[src/rtl/branch_hazard_unit.sv]
// Detects read-after-write hazards between a branch/jalr in decode and producers
// still in execute or memory, and stalls decode until the operand can be forwarded.
`ifndef OPCODE_SIZE
`define OPCODE_SIZE 7
`endif
`ifndef REGFILE_LOGSIZE
`define REGFILE_LOGSIZE 5
`endif
`ifndef BTYPE_OP
`define BTYPE_OP 7'b1100011
`endif
`ifndef JALR_OP
`define JALR_OP 7'b1100111
`endif

module branch_hazard_unit #(
  parameter int OPW  = `OPCODE_SIZE,
  parameter int RW   = `REGFILE_LOGSIZE,
  parameter int CNTW = 16
) (
  input  logic            clk,
  input  logic            nrst,
  input  logic [OPW-1:0]  opcode,
  input  logic [RW-1:0]   rs1_field,
  input  logic [RW-1:0]   rs2_field,
  input  logic [RW-1:0]   rd_field,
  input  logic            wr_en,
  input  logic            mem_rd,
  input  logic            flush,
  output logic            stall,
  output logic            bubble,
  output logic [CNTW-1:0] stall_cnt
);

  logic [RW-1:0] e_rd, m_rd;
  logic          e_wr, e_ld, m_wr, m_ld;
  logic          is_btype, is_jalr, is_br;
  logic          dep_e, dep_m, hazard;

  assign is_btype = (opcode == OPW'(`BTYPE_OP));
  assign is_jalr  = (opcode == OPW'(`JALR_OP));
  assign is_br    = is_btype | is_jalr;

  // Loads are only a hazard from memory stage; ALU results forward from there.
  always_comb begin
    dep_e = 1'b0;
    dep_m = 1'b0;
    if (e_wr && (e_rd != '0))
      dep_e = (e_rd == rs1_field) || (is_btype && (e_rd == rs2_field));
    if (m_wr && m_ld && (m_rd != '0))
      dep_m = (m_rd == rs1_field) || (is_btype && (m_rd == rs2_field));
  end

  assign hazard = is_br && (dep_e || dep_m) && !flush;
  assign stall  = hazard;
  assign bubble = hazard;

  always_ff @(posedge clk or negedge nrst) begin
    if (!nrst) begin
      e_rd <= '0;
      e_wr <= 1'b0;
      e_ld <= 1'b0;
      m_rd <= '0;
      m_wr <= 1'b0;
      m_ld <= 1'b0;
    end else begin
      m_rd <= e_rd;
      e_rd <= rd_field;
      if (flush) begin
        e_wr <= 1'b0;
        e_ld <= 1'b0;
        m_wr <= 1'b0;
        m_ld <= 1'b0;
      end else begin
        m_wr <= e_wr;
        m_ld <= e_ld;
        e_wr <= bubble ? 1'b0 : wr_en;
        e_ld <= bubble ? 1'b0 : mem_rd;
      end
    end
  end

  always_ff @(posedge clk or negedge nrst) begin
    if (!nrst)
      stall_cnt <= '0;
    else if (stall && (stall_cnt != '1))
      stall_cnt <= stall_cnt + CNTW'(1);
  end

endmodule

[config.mk]
export PLATFORM = sky130hd
export DESIGN_NAME = branch_hazard_unit
export DESIGN_NICKNAME = d
export VERILOG_FILES = /design/src/rtl/branch_hazard_unit.sv
export SDC_FILE = /design/constraint.sdc
export NUM_CORES = 1
export LEC_CHECK = 0
export ABC_AREA = 1
export CORE_ASPECT_RATIO = 1.75
export CORE_MARGIN = 5
export CORE_UTILIZATION = 35
export DETAILED_ROUTE_END_ITERATION = 8
export GPL_TIMING_DRIVEN = 0
export PLACE_DENSITY = 0.57
export SYNTH_ARGS = -nofsm -noshare
export SYNTH_HDL_FRONTEND = slang
export SYNTH_SLANG_ARGS = --single-unit
[constraint.sdc]
create_clock -name clk -period 2.1 [get_ports clk]
set_input_delay 0.315 -clock clk [delete_from_list [all_inputs] [get_ports clk]]
set_output_delay 0.315 -clock clk [all_outputs]
set_load 0.02 [all_outputs]
==> impl_metrics.ini <==
[run_status]
status = finished clean

[route]
routed.top_layer = met4
wl_met3_um = 268
wl_per_cell_um = 13.2
postRouteAntennaNets = 0
viasPerCell = 4.84
wl_um = 5240
wl_met1_um = 1890
dr_wl_met2_um = 2930
route.detailed.drc = 0
vias = 1916
drt_pass1_iterations = 4
first_iter_violations = 74

[placement]
placed_area_mm2 = 0.00240
dp_hpwl_um = 4080
io_buffers = 44
gp_congestion = 0.817

[timing]
rsz0062_at_grt = false
finalCriticalPeriod_ns = 1.99
fmax_mhz = 502
tns_ns = 0
setup_viol = 0
slew_viol_final = 0
min_period_over_period_pct = 94.9
finalHoldViolations = 0
tightest_slew_ns = 0.679
fin_worst_skew_ns = 0.00382
max-slew-margin-rel_pct = 54.8

[job]
max_cap_viol_count = 0

[cells_and_area]
nets = 369
antenna_cells = 0
drive_above_1_share_pct = 14.7
area_delta_synth_final_pct = 33.7
fin_area_mm2 = 0.00254

[synthesis]
syn_inst = 287
synth_warnings = 0
avgSynthCellArea_um2 = 6.62
synth-seq-cells = 30
synth_nets = 315
synth.distinct_cells = 21
yosysSeqAreaShare_pct = 39.5
syn_area_mm2 = 0.00190

[min_path]
hold_class = input pin to asynchronous set/reset pin

[critical_path]
worstSetupPathType = input pin to primary output
cp-start-kind = input pin
arrival_ns = 1.68
cp_data_required_time_ns = 1.78
end_kind = primary output
cp_max_fo = 2

[clock_tree]
clockRootBuffer = clkbuf_8
cts.clk_slew.worst_paths_ns = 0.06
cts_tree = built
clk_latency_ns = 0.27
cts_buffers = 5
cts-htree-levels = 2
cts_hold_buffers = 0
cts_sinks = 30
cts_max_path_buffers = 2

[global_routing]
grt_max_degree = 31
grt_pass1_wl_um = 8710
grt_pass1_vias = 1963
antenna_found_initial = 0
globalRouteTotalUtil_pct = 16.0
grt-ovfl-total = 0

[pwr]
cellPowerDensity_mw_per_mm2 = 464
peakVddDrop_mv = 0.400
leakage_nw = 1.36

[die]
die_area_mm2 = 0.00706
die_y_um = 107
pin_count = 45
start_util_pct = 36.1
chipWidth_um = 65.7
row_count = 35
core_area_mm2 = 0.00526
## worst paths after layout
kind | startpoint | endpoint | slack (ns) | depth (start not counted)
max in group asynchronous | nrst | e_rd[2] | 1.58 | 1
min reg2reg | e_rd[2] | m_rd[2] | 0.43 | 0
max reg2reg | stall_cnt[0] | stall_cnt[10] | 0.41 | 11
min | nrst | stall_cnt[12] | 0.07 | 1
max | opcode[5] | stall | 0.11 | 7
min in group clk | e_rd[2] | m_rd[2] | 0.43 | 0
## cells by family after synthesis
group,after synthesis,synth area share (%)
DFF,30,39.5
buffers and inverters,58,13.1
xor gates and xnor gates,2,0.922
AOI/OAI and AO/OA,1,0.263
adders and majority gates,1,0.659
and+or+nand+nor,195,45.5
## layout by cell type, fill, tap and decap left out, drive strengths merged
cell,synthesis,routed
o21ai,1,1
clkinv,1,3
nand3,26,26
clkdlybuf4s50,0,32
dlygate4sd2,0,1
nor2,37,37
nor4,2,2
nor3,1,1
inv,50,50
dfrtp,30,30
clkbuf,0,5
nand2,109,109
nand4,20,20
buf,7,13
xnor2,2,2
dlymetal6s2s,0,8
ha,1,1
## synthesized netlist by cell type
cell type	number	share of area (%)
nor3_1	1	0.26
nor2_1	33	6.5
nand3_1	25	6.6
buf_2	3	0.79
nand2_2	3	0.99
nor2_2	4	1.3
nand3_2	1	0.53
o21ai_0	1	0.26
inv_1	41	8.1
nand2_4	2	1.2
xnor2_1	2	0.92
nor4_1	1	0.33
inv_2	9	1.8
nor4_2	1	0.66
nand4_1	20	6.6
clkinv_2	1	0.26
buf_4	1	0.40
buf_6	3	1.8
nand2_1	104	21
dfrtp_1	30	40
ha_1	1	0.66
## flip-flops by register name, indices dropped and copies added (netlist names)
name / count
e_rd: 5
m_ld: 1
stall_cnt: 16
m_wr: 1
e_ld: 1
e_wr: 1
m_rd: 5
## power by group
part | switching (W) | internal [W]
Clock | 0.000206 | 0.000222
Combinational | 0.0000752 | 0.0000698
Sequential | 0.0000128 | 0.000592
## stage by stage
stage / total power, W / hold slack, ns / util [%] / setup WS (ns) / cells
3_3_place_gp: 0.000759 / 0.392 / 45.8 / -0.595 / 386
5_1_grt: 0.00124 / 0.129 / 48.3 / 0.00236 / 396
2_1_floorplan: 0.000673 / 0.0194 / - / 0.488 / 287
4_1_cts: 0.00120 / 0.0998 / 47.6 / 0.00200 / 394
6_report: 0.00118 / 0.0749 / 48.3 / 0.107 / 396
3_5_place_dp: 0.000759 / 0.403 / 45.7 / -0.608 / 386
## routing by layer
layer  GRT usage (%)  vias to the layer above
met5               0                        -
met4            6.68                        0
met3            2.93                       10
met2            31.0                       60
met1            15.9                      855
li1                -                      991
## critical path, stage by stage
cell,delay [ns]
clkdlybuf4s50_1,0.46
nand4_1,0.14
nor4_4,0.36
nand2_2,0.11
inv_2,0.07
buf_4,0.09
buf_4,0.13
## area by class of cell
class | count | area [um^2]
repair buffers | 47 | 469
clock buffers | 5 | 68.8
inverters | 51 | 193
well taps | 55 | 68.8
clock inverters | 2 | 10.0
fillers | 557 | 2720
multi-input cells | 199 | 923
flip-flops and latches | 30 | 751
plain buffers | 7 | 56.3
## repair_timing
action,in CTS,in global routing
buffers inserted,1,2
pin swaps,3,1
setup endpoints to repair,2,2
resized for setup,17,11
cloned,0,0
No activity file was read; power rests on OpenSTA's default activity.
